$ cat src/rtl/plru_tree_nset.sv
// Tree pseudo-LRU replacement for SETS independent sets of WAYS ways, invalid-first victim choice, 1-cycle registered victim.
// Optional way locking when PLRU_WAY_LOCK_EN is defined (adds lock_mask input, enables victim_none).
module plru_tree_nset #(
    parameter int WAYS = 16,
    parameter int SETS = 4,
    localparam int WW = $clog2(WAYS),
    localparam int SW = (SETS > 1) ? $clog2(SETS) : 1
) (
    input  logic            clk,
    input  logic            rst,
    input  logic            acc_valid,
    input  logic [SW-1:0]   acc_set,
    input  logic            acc_hit,
    input  logic [WW-1:0]   acc_hit_way,
    input  logic            inv_valid,
    input  logic [SW-1:0]   inv_set,
    input  logic [WW-1:0]   inv_way,
`ifdef PLRU_WAY_LOCK_EN
    input  logic [WAYS-1:0] lock_mask,
`endif
    output logic            victim_valid,
    output logic [WW-1:0]   victim_way,
    output logic            victim_none
);

    logic [WAYS-2:0] tree  [SETS];
    logic [WAYS-1:0] valid [SETS];

    logic [WAYS-2:0] cur_tree, nxt_tree;
    logic [WAYS-1:0] cur_valid, nxt_valid, inv_row, elig;
    logic [WW-1:0]   inv_first, sel_way, touch_way;
    logic            any_inv, any_elig, do_touch, dir, sub_any;
    int              node_t, node_u, pfx;

    always_comb begin
        cur_tree  = tree[acc_set];
        cur_valid = valid[acc_set];
`ifdef PLRU_WAY_LOCK_EN
        elig = ~lock_mask;
`else
        elig = '1;
`endif
        any_elig  = |elig;
        any_inv   = 1'b0;
        inv_first = '0;
        for (int i = WAYS - 1; i >= 0; i--) begin
            if (elig[i] && !cur_valid[i]) begin
                any_inv   = 1'b1;
                inv_first = WW'(i);
            end
        end

        // Walk the tree; steer around a subtree that holds no eligible way.
        node_t  = 0;
        pfx     = 0;
        dir     = 1'b0;
        sub_any = 1'b0;
        for (int l = 0; l < WW; l++) begin
            dir     = cur_tree[node_t];
            sub_any = 1'b0;
            for (int i = 0; i < WAYS; i++) begin
                if ((i >> (WW - 1 - l)) == 2 * pfx + int'(dir))
                    sub_any = sub_any | elig[i];
            end
            if (!sub_any)
                dir = ~dir;
            pfx    = 2 * pfx + int'(dir);
            node_t = 2 * node_t + 1 + int'(dir);
        end

        sel_way   = any_inv ? inv_first : WW'(pfx);
        touch_way = acc_hit ? acc_hit_way : sel_way;
        do_touch  = acc_valid && (acc_hit || any_elig);

        nxt_tree = cur_tree;
        node_u   = 0;
        for (int l = 0; l < WW; l++) begin
            nxt_tree[node_u] = ~touch_way[WW - 1 - l];
            node_u = 2 * node_u + 1 + int'(touch_way[WW - 1 - l]);
        end

        nxt_valid = cur_valid;
        if (!acc_hit)
            nxt_valid[sel_way] = 1'b1;

        // Invalidate lands after the access so it wins on the shared valid bit.
        inv_row = (do_touch && (inv_set == acc_set)) ? nxt_valid : valid[inv_set];
        inv_row[inv_way] = 1'b0;
    end

    always_ff @(posedge clk or posedge rst) begin
        if (rst) begin
            for (int s = 0; s < SETS; s++) begin
                tree[s]  <= '0;
                valid[s] <= '0;
            end
            victim_valid <= 1'b0;
            victim_way   <= '0;
            victim_none  <= 1'b0;
        end else begin
            victim_valid <= acc_valid && !acc_hit;
            victim_none  <= acc_valid && !acc_hit && !any_elig;
            if (acc_valid && !acc_hit && any_elig)
                victim_way <= sel_way;
            if (do_touch) begin
                tree[acc_set]  <= nxt_tree;
                valid[acc_set] <= nxt_valid;
            end
            if (inv_valid)
                valid[inv_set] <= inv_row;
        end
    end

endmodule

$ cat config.mk
export PLATFORM = sky130hd
export DESIGN_NAME = plru_tree_nset
export DESIGN_NICKNAME = d
export VERILOG_FILES = /design/src/rtl/plru_tree_nset.sv
export SDC_FILE = /design/constraint.sdc
export NUM_CORES = 1
export LEC_CHECK = 0
export ABC_AREA = 0
export CAP_MARGIN = 25
export CORE_ASPECT_RATIO = 0.6
export CORE_MARGIN = 2
export CORE_UTILIZATION = 57
export DETAILED_ROUTE_END_ITERATION = 16
export DONT_BUFFER_PORTS = 1
export PLACE_DENSITY_LB_ADDON = 0.05
export SLEW_MARGIN = 20
export SYNTH_ARGS = -nofsm -noshare
export SYNTH_HDL_FRONTEND = slang
export SYNTH_SLANG_ARGS = --single-unit
$ cat constraint.sdc
create_clock -name clk -period 5.3 [get_ports clk]
set_clock_uncertainty 0.1 [all_clocks]
set_input_delay 0.265 -clock clk [delete_from_list [all_inputs] [get_ports clk]]
set_output_delay 0.265 -clock clk [all_outputs]
set_load 0.03 [all_outputs]
### Yosys cells after proc, flatten, opt, wreduce, memory -nomap -nowiden

Cells that the tools add are included.

* flip-flop bits (word level): 129
* latch bits: 0
* memory bits (writable): 0
* bits in read-only memories: 0
* input port bits: 17
* word-level logic and storage cells: 208
* memories kept: 0

* add/subtract/negate cells: 16
* multipliers: 0
* divide/modulo/power cells: 0
* magnitude comparators: 17
* eq/ne operators: 26
* shift operators: 0
* mux-type cells: 112
* bitwise logic cells: 13
* reduce and logical (&&, ||, !) cells: 14

Operators by type and width (count)
* $eq 4x32->1 const A: 7
* $eq 5x32->1 const A: 7
* $eq 3x32->1 const A: 5
* $bwmux 64: 2
* $logic_not 32->1: 4
* $mux 16: 8
* $mux 64: 2
* $eq 2x32->1 const A: 3
* $mux 4: 18
* $bmux 16 s2: 2
* $demux 16 s2: 2
* $mux 1: 61
* $bwmux 60: 1
* $bwmux 15: 3
* $mux 15: 3
* $bmux 15 s2: 1
* $demux 15 s2: 1
* $add 4x1->5: 4
* $demux 1 s4: 5
* $add 7x1->8: 2
* $and 16x16->16: 1
* $lt 8x5->1 const B: 2
* $not 16->16: 1
* $or 16x16->16: 1
* 24 further kinds: 52

### Longest topological paths before layout

Gate-level depths: netlist of run 1.

* word-level depth: 71
* depth in mapped cells: 16
* mapped depth without buffers: 12

### Worst setup path before layout of run 1

OpenSTA, ideal clock, no wires.

* path kind: input -> register
* start point: input acc_set[0]
* end point: register tree[12] (netlist bit)
* setup time: 0.143 ns
* arrival: 3.606 ns
* data required time: 5.057 ns
* path slack: 1.451 ns
* stages: 15
* path buffers: 4
* cells stage by stage: buf_6 -> buf_4 -> mux4_2 -> nand4_1 -> nor3_1 -> nor3_1 -> a21o_1 -> buf_2 -> inv_1 -> ha_1 -> clkbuf_1 -> xnor2_1 -> o2111ai_1 -> a21oi_1 -> o32ai_1

* cells in the longest elaborated chain, start to end: 71
* elaborated cells on any way between the ends: 160

Ends and longest elaborated chain
* from (decl): RTL line 12 `input logic [SW-1:0] acc_set,`
* $not 2->3 (not written as such) *: RTL line 36, 37, 106
* $bmux 15 s2: RTL line 36 `cur_tree = tree[acc_set];`
* $mux 15 (not written as such) (2 in series): RTL line 36
* $logic_not 32->1: RTL line 62 `if ((i >> (WW - 1 - l)) == 2 * pfx + int'(dir))`
* $mux 1 (2 in series): RTL line 62
* $mux 1: RTL line 65 `if (!sub_any)`
* $add 1x1->2: RTL line 68 `node_t = 2 * node_t + 1 + int'(dir);`
* $bmux 1 s4: RTL line 59 `dir = cur_tree[node_t];`
* [... 53 more ...]
* $add 6x1->7: RTL line 79 `node_u = 2 * node_u + 1 + int'(touch_way[WW - 1 - l]);`
* $add 7x1->8: RTL line 79
* $ge 8x1->1 (not written as such) or $lt 8x5->1 (tied branches): RTL line 78 `nxt_tree[node_u] = ~touch_way[WW - 1 - l];`
* $logic_and 1x1->1 (not written as such): RTL line 78
* $mux 1 (not written as such): RTL line 78
* $demux 1 s4: RTL line 78
* $bwmux 15: RTL line 78
* $bwmux 60 *: RTL line 106 `tree[acc_set] <= nxt_tree;`
* to (signal, indexed assignment): RTL line 106
* to (decl): RTL line 26 `logic [WAYS-2:0] tree [SETS];`

Mark *: on every way between the ends. The rest lies on a longest branch, timed or not. The select of a mux whose other input is x is not followed.
A chain may end at the register's enable or synchronous reset.

### Worst setup path in the final report of run 1

* start point: register tree[0] (netlist bit)
* end point: register tree[42] (netlist bit)

* cells in the longest elaborated chain, start to end: 70
* elaborated cells on any way between the ends: 119

Ends and longest elaborated chain (RTL line)
* $bmux 15 s2 *: 36
* $mux 15 (not written as such) * (2 in series): 36
* $logic_not 32->1: 62
* $mux 1 (2 in series): 62
* $mux 1: 65
* $add 1x1->2: 68
* $bmux 1 s4: 59
* $mux 1 (not written as such) (2 in series): 59
* [... 51 more ...]
* $add 6x1->7: 79
* $add 7x1->8: 79
* $ge 8x1->1 (not written as such) or $lt 8x5->1 (tied branches): 78
* $logic_and 1x1->1 (not written as such): 78
* $mux 1 (not written as such): 78
* $demux 1 s4: 78
* $bwmux 15 *: 78
* $bwmux 60 *: 106

Marked as above.

==> results of run 1 <==
## layer usage
layer  part of all wire [%]  global-route usage (%)  wire, um
met1                     42                    50.9     11000
met2                     41                    45.6     10600
met3                     15                    13.0      3860
met4                    2.0                    11.3       513
met5                      0                       0         0
## synth_stat cells (7+ instances only)
| master | number | area share (%) |
|---|---|---|
| ha_1 | 7 | 1.1 |
| a22oi_1 | 11 | 1.0 |
| a221oi_1 | 30 | 3.2 |
| mux4_2 | 48 | 13 |
| a21oi_1 | 34 | 2.1 |
| a31oi_1 | 7 | 0.53 |
| nand2_1 | 65 | 3.0 |
| o31ai_1 | 38 | 3.5 |
| nor3_1 | 14 | 0.85 |
| buf_2 | 13 | 0.79 |
| nand3_1 | 22 | 1.3 |
| nor2_1 | 70 | 3.2 |
| mux2i_1 | 25 | 3.1 |
| o32ai_1 | 8 | 0.85 |
| o21ai_0 | 34 | 2.1 |
| o22ai_1 | 29 | 2.2 |
| a211oi_1 | 14 | 1.3 |
| nand2b_1 | 16 | 1.2 |
| inv_1 | 11 | 0.50 |
| o22a_1 | 7 | 0.75 |
| dfrtp_1 | 129 | 39 |
| clkbuf_1 | 43 | 2.0 |
| o311ai_1 | 12 | 1.3 |
## how the worst max path moves through the flow
stage | from | cells after the start | to | slack [ns]
final | tree[0] | 11 | tree[42] | 1.01
after floorplan | acc_set[0] | 15 | tree[12] | 1.45
after CTS | tree[0] | 11 | tree[42] | 1.12
after global placement | tree[0] | 11 | tree[12] | 1.23
after global routing | tree[0] | 11 | tree[42] | 0.82
after detailed placement | tree[0] | 11 | tree[12] | 1.16
## placed cells by master (no fill, tap or decap), drive strengths merged, types with 5 or more instances in the layout
cell	n
nand3	22
o311ai	12
o31ai	39
mux2	5
ha	7
clkbuf	20
o22ai	29
o21ai	36
or2	8
nand2b	16
nor3	14
nor2	72
nand4	6
dfrtp	129
mux2i	26
a211oi	17
buf	11
o2111ai	6
o22a	7
and3	6
a31oi	8
a221oi	30
inv	15
o32ai	8
mux4	48
nand2	65
a21oi	34
a22oi	11
## what timing repair did
| item | in CTS | in global routing |
|---|---|---|
| gates resized for setup | 0 | 0 |
| hold buffers | 1 | 0 |
| endpoints found under the hold margin | 62 | 0 |
## power by group through the flow
stage / Clock (mW) / Sequential [mW] / Combinational (mW)
5_1_grt: 1.32 / 1.69 / 2.42
4_1_cts: 1.28 / 1.63 / 2.15
2_1_floorplan: 0 / 1.56 / 1.73
6_report: 1.28 / 1.65 / 2.26
3_3_place_gp: 0 / 1.62 / 2.07
3_5_place_dp: 0 / 1.65 / 2.14
## state kept, by name (all words and copies together), names as in the netlist
signal,flops
valid,64
tree,60
victim_way,4
victim_valid,1
## worst max-delay path: stages, from the launching register on
cell       delay (ns)
dfrtp_1          0.38
mux4_2           0.66
mux2i_1          0.25
a211oi_2         0.36
nor2_4           0.13
o21ai_4          0.38
inv_2            0.20
ha_1             0.36
xnor2_1          0.48
o2111ai_1        0.45
a21oi_1          0.28
o32ai_1          0.10
## through the flow
stage	utilization (%)	instances	power [mW]	cell area [sq um]
CTS	63.8	963	5.07	8830
global placement	59.1	931	3.69	8180
finish	64.1	965	5.19	8860
floorplan	-	800	3.30	8200
global route	64.1	965	5.44	8860
detailed placement	59.2	931	3.78	8180
## kinds of logic (layout without fill, tap and decap cells)
group | after synthesis | count (layout)
AO/OA/AOI/OAI | 261 | 261
AND/OR/NAND/NOR | 236 | 236
flip-flops | 129 | 129
buffers and inverters | 82 | 55
multiplexers | 79 | 79
adder cells (fa/ha/maj) | 7 | 7
XOR/XNOR | 5 | 5
other | 1 | 1
## layout make-up
| class | instances | area [sq um] |
|---|---|---|
| Fill cell | 1100 | 4970 |
| Multi-Input combinational cell | 589 | 4600 |
| Sequential cell | 129 | 3230 |
| Clock buffer | 20 | 457 |
| Tap cell | 192 | 240 |
| Clock inverter | 11 | 178 |
| Timing Repair Buffer | 12 | 109 |
| Inverter | 12 | 47.5 |
==> flow_metrics.env, run 1 <==
export IMPL_status="finished, final reports clean"
export IMPL_critPathKind="reg -> reg"
export IMPL_setup_viol=0
export IMPL_first_global_vias=7026
export IMPL_whs_ns=0.0755
export IMPL_max_slew_margin_rel_pct=29.0
export IMPL_hold_start="acc_valid"
export IMPL_cap_violations=0
export IMPL_clock_fmax_mhz=233
export IMPL_synth_top_family_by_area="compound AO/OA/AOI/OAI gates"
export IMPL_synthCells=800
export IMPL_rrSetupSlack_ns=1.01
export IMPL_grt_overflow_total=0
export IMPL_r2r_cells=11
export IMPL_ys_seq_area_share_pct=39.4
export IMPL_root_buffer="clkbuf_16"
export IMPL_pre_cts_ws_ns=1.16
export IMPL_switching_share_pct=41.3
export IMPL_yosys_warnings=0
export IMPL_tightest_slew_ns=1.07
export IMPL_power_density_nw_per_um2=586
export IMPL_dp_hpwl_um=16600
export IMPL_grt_max_degree=68
export IMPL_crit_fanout=17
export IMPL_cts_buffers=17
export IMPL_area_growth_pct=8.10
export IMPL_cp_required_ns=5.48
export IMPL_grt_antenna_before_repair=0
export IMPL_initialDrtViolationCount=1057
export IMPL_die_width_um=159
export IMPL_path_clk_slew_ns=0.06
export IMPL_grt_pass1_wl_um=40400
export IMPL_vias=7290
export IMPL_pwr_share_clk_pct=24.7
export IMPL_r2r_end="tree[42]"
export IMPL_rows=33
export IMPL_arrival_ns=4.47
export IMPL_r2r_start="tree[0]"
export IMPL_synth_seq_cells=129
export IMPL_combinationalPowerShare_pct=43.5
export IMPL_diodes=0
export IMPL_wire_per_inst_um=26.9
export IMPL_min_path_type="in -> reg"
export IMPL_syn_nets=824
export IMPL_drc_errors=0
export IMPL_worstSetupEndpointType="flip-flop"
export IMPL_io_pin_count=23
export IMPL_vias_per_cell=7.55
export IMPL_gp_congestion=0.916
export IMPL_dieArea_sq_um=15400
export IMPL_tritoncts="done"
export IMPL_yosys_area_share_simple_pct=14.0
export IMPL_htreeDepth=4
export IMPL_final_min_clock_period_ns=4.29
export IMPL_p_seq_share_pct=31.8
export IMPL_grt_total_usage_pct=34.2
export IMPL_layout_nets=785
export IMPL_ant_nets=0
export IMPL_cts_setup_buffers=0
export IMPL_synth_compound_gate_area_share_pct=23.1
export IMPL_ys_types=69
export IMPL_ir_worst_vdd_mv=0.264
export IMPL_muxShareOfSynthArea_pct=17.2
export IMPL_syn_area_sq_um=8200
export IMPL_p_leak_nw=3.25
export IMPL_drv_slew=0
export IMPL_switchingPower_mw=2.14
export IMPL_setup_slack_ns=1.01
export IMPL_synth_edf_count=0
export IMPL_clk_path_buf_depth=2
export IMPL_hold_path_end="victim_way[3]"
export IMPL_synthFlopType="dfrtp_1"
export IMPL_drive_gt1_share_pct=14.7
export IMPL_fin_crit_sh_pct=81.0
export IMPL_worstSetupStartpointType="flip-flop"
export IMPL_rsz0062_at_grt="no"
export IMPL_synthAdderAreaFrac_pct=1.07
export IMPL_synth_xor_area_share_pct=0.534
export IMPL_finalSetupTns_ns=0
export IMPL_firstDrtPassIters=8
export IMPL_avgSynthCellArea_sq_um=10.2
export IMPL_core_area_sq_um=13800
export IMPL_hold_depth=2
export IMPL_clock_latency_ns=0.42
export IMPL_synthArstFlopShare_pct=100
export IMPL_cts_sinks=129
export IMPL_io_buffer_count=0
export IMPL_p_int_mw=3.05
export IMPL_floorplan_initialDensity_pct=59.3
export IMPL_wl_um=26000
export IMPL_timing_hold_violations_final=0
export IMPL_die_y_um=96.9
Power figures use the tool's default switching activity.
==> run 2: changes to the inputs <==
Settings changed: ABC_AREA 0 to 1.
Clock period 5.3 ns to 4.35 ns, I/O delays scaled along.
==> flow_metrics.env, run 2 <==
export IMPL_status="finished, final reports clean"
export IMPL_whs_ns=0.00547
export IMPL_root_buffer="clkbuf_16"
export IMPL_grt_antenna_before_repair=0
export IMPL_largest_reg_flops=64
export IMPL_power_density_nw_per_um2=494
export IMPL_timing_hold_violations_final=0
export IMPL_grt_total_usage_pct=37.4
export IMPL_grt_overflow_total=0
export IMPL_synth_top_area_share_pct=36.4
export IMPL_arrival_ns=4.14
export IMPL_synth_edf_count=0
export IMPL_crit_path_frequent_cell="nand2_1"
export IMPL_syn_nets=1357
export IMPL_drv_slew=0
export IMPL_reg_top3="valid (64), tree (60), victim_way (4)"
export IMPL_clk_path_buf_depth=2
export IMPL_setup_viol=0
export IMPL_firstDrtPassIters=6
export IMPL_core_area_sq_um=15300
export IMPL_grt_max_degree=96
export IMPL_place_area_sq_um=9070
export IMPL_synth_seq_cells=129
export IMPL_cp_required_ns=4.57
export IMPL_final_cell_mix="nand2_1, inv_1, dfrtp_1"
export IMPL_path_depth=24
export IMPL_regMostFlops="valid"
export IMPL_rows=35
export IMPL_syn_area_sq_um=8870
export IMPL_htreeDepth=4
export IMPL_switchingPower_mw=1.91
export IMPL_cap_violations=0
export IMPL_dieArea_sq_um=16600
export IMPL_synth_area_leaders="dfrtp_1, nand2_1, inv_1, nand3_1, a21oi_1"
export IMPL_synth_commonest_cells="nand2_1, inv_1, dfrtp_1, nor2_1, nand3_1"
export IMPL_p_leak_nw=5.26
export IMPL_ys_seq_area_share_pct=36.4
export IMPL_final_min_clock_period_ns=3.92
export IMPL_wire_per_inst_um=19.2
export IMPL_die_width_um=165
export IMPL_tritoncts="done"
export IMPL_layout_nets=1353
export IMPL_utilization_pct=63.6
export IMPL_layout_commonest_cell="nand2_1"
export IMPL_switching_share_pct=39.8
export IMPL_cp_cell_sequence="nand2_1 > nand2_1 > nand2_1 > nand2_1 > o21ai_1 > nor2_1 > nand2_1 > inv_1 > nand2_1 > nand2_1 > inv_1 > nor2_1 > inv_1 > o21ai_1 > inv_1 > ha_1 > inv_1 > nand4_1 > nand2_1 > nand2_2 > o21bai_1 > nand2_2 > nand2_1 > nand2_1"
export IMPL_finalSetupTns_ns=0
export IMPL_avgSynthCellArea_sq_um=6.65
export IMPL_p_int_mw=2.89
export IMPL_worstSetupStartpointType="flip-flop"
export IMPL_synthCells=1333
export IMPL_setup_slack_ns=0.428
export IMPL_cts_buffers=17
export IMPL_die_y_um=101
export IMPL_worstSetupEndpointType="flip-flop"
export IMPL_yosysMostFrequentCell="nand2_1"
export IMPL_critPathKind="reg -> reg"
export IMPL_vias=8926
export IMPL_wl_um=29700
export IMPL_final_area_sq_um=9720
export IMPL_vias_per_cell=5.77
export IMPL_yosys_warnings=0
export IMPL_placed_cells=1510
export IMPL_drc_errors=0
export IMPL_cts_resized=0
export IMPL_first_global_vias=8283
export IMPL_combinationalPowerShare_pct=32.6
export IMPL_cts_sinks=129
export IMPL_gp_congestion=1.02
export IMPL_critPathTopFamily="simple AND/OR/NAND/NOR gates"
export IMPL_synthFlopType="dfrtp_1"
export IMPL_r2r_cells=24
export IMPL_final_cell_count_no_fill=1546
export IMPL_min_path_type="in -> reg"
export IMPL_tightest_slew_ns=0.894
export IMPL_finalPower_mw=4.80
export IMPL_dp_hpwl_um=19700
export IMPL_rsz0062_at_grt="no"
export IMPL_hold_depth=4
export IMPL_path_clk_slew_ns=0.07
export IMPL_cp_num_buf_inv=5
export IMPL_grt_pass1_wl_um=46500
export IMPL_floorplan_initialDensity_pct=58.0
export IMPL_clock_latency_ns=0.43
export IMPL_ys_types=44
export IMPL_io_buffer_count=0
export IMPL_area_growth_pct=9.62
export IMPL_ant_nets=0
export IMPL_cp_slowest_stage_delay_ns=0.42
export IMPL_crit_fanout=8
export IMPL_pwr_share_clk_pct=31.3
export IMPL_max_slew_margin_rel_pct=40.4
export IMPL_io_pin_count=23
export IMPL_crit_path_top_delay_cell="ha_1"
export IMPL_p_seq_share_pct=36.0
export IMPL_synthArstFlopShare_pct=100
export IMPL_clock_fmax_mhz=255
export IMPL_initialDrtViolationCount=1263
export IMPL_fin_crit_sh_pct=90.2
export IMPL_ir_worst_vdd_mv=0.288
export IMPL_yosys_area_top_type="dfrtp_1"
export IMPL_pre_cts_ws_ns=0.205
export IMPL_drive_gt1_share_pct=11.0
==> run 2: cell count changes in the layout (fill, tap and decap cells not counted), sizes merged, moves of 15 or more <==
cell | before | now
a211oi | 17 | 0
a21oi | 34 | 53
buf | 11 | 27
inv | 15 | 187
mux2i | 26 | 0
mux4 | 48 | 0
nand2 | 65 | 598
nand2b | 16 | 1
nand3 | 22 | 73
nand4 | 6 | 23
o21ai | 36 | 53
o22ai | 29 | 14
o31ai | 39 | 0
==> run 2: final cells by class <==
| type | count | area, sq um |
|---|---|---|
| fillers | 1412 | 5560 |
| well taps | 203 | 254 |
| inverters | 184 | 702 |
| diodes | 1 | 2.50 |
| multi-input cells | 968 | 4680 |
| clock inverters | 15 | 174 |
| repair buffers | 29 | 250 |
| flip-flops and latches | 129 | 3230 |
| clock buffers | 17 | 425 |
==> run 2: final timing paths <==
path | slack [ns] | startpoint | endpoint
max | 0.43 | valid[14] | tree[56]
min | 0.005 | inv_valid | valid[48]
max reg2reg | 0.43 | valid[14] | tree[56]
min reg2reg | 0.38 | tree[27] | tree[27]
max in group asynchronous | 2.76 | rst | victim_way[3]
min in group asynchronous | 0.37 | rst | tree[57]
==> run 2: power by group through the flow <==
stage	Sequential, mW	Clock, mW	Combinational, mW
final	1.73	1.50	1.57
after global routing	1.76	1.56	1.77
after CTS	1.72	1.50	1.52
after detailed placement	1.73	0	1.51
after global placement	1.74	0	1.49
after floorplan	1.67	0	1.19
==> run 2: repair_timing <==
action                                  4_1_cts  5_1_grt
endpoints found under the setup margin        0        0
hold endpoints to repair                     97        0
hold buffers                                  2        0
setup buffers                                 0        0
==> run 2: kinds of logic after synthesis <==
family	synth area share [%]
buffers and inverters	10.9
adder cells (fa/ha/maj)	0.988
flip-flops	36.4
other	0.0423
XOR/XNOR	0.296
AO/OA/AOI/OAI	12.8
AND/OR/NAND/NOR	38.6
==> run 2: worst min-delay path, stage by stage <==
cell,delay (ns)
nand2_1,0.05
o21ai_0,0.08
a21oi_1,0.04
a21oi_1,0.10
==> run 2: layer usage <==
layer | track usage, % | vias up | routed length (um)
met1 | 56.9 | 4085 | 13600
li1 | - | 4198 | -
met4 | 10.0 | 0 | 605
met3 | 13.5 | 68 | 4320
met2 | 49.4 | 575 | 11200
met5 | 0 | - | 0
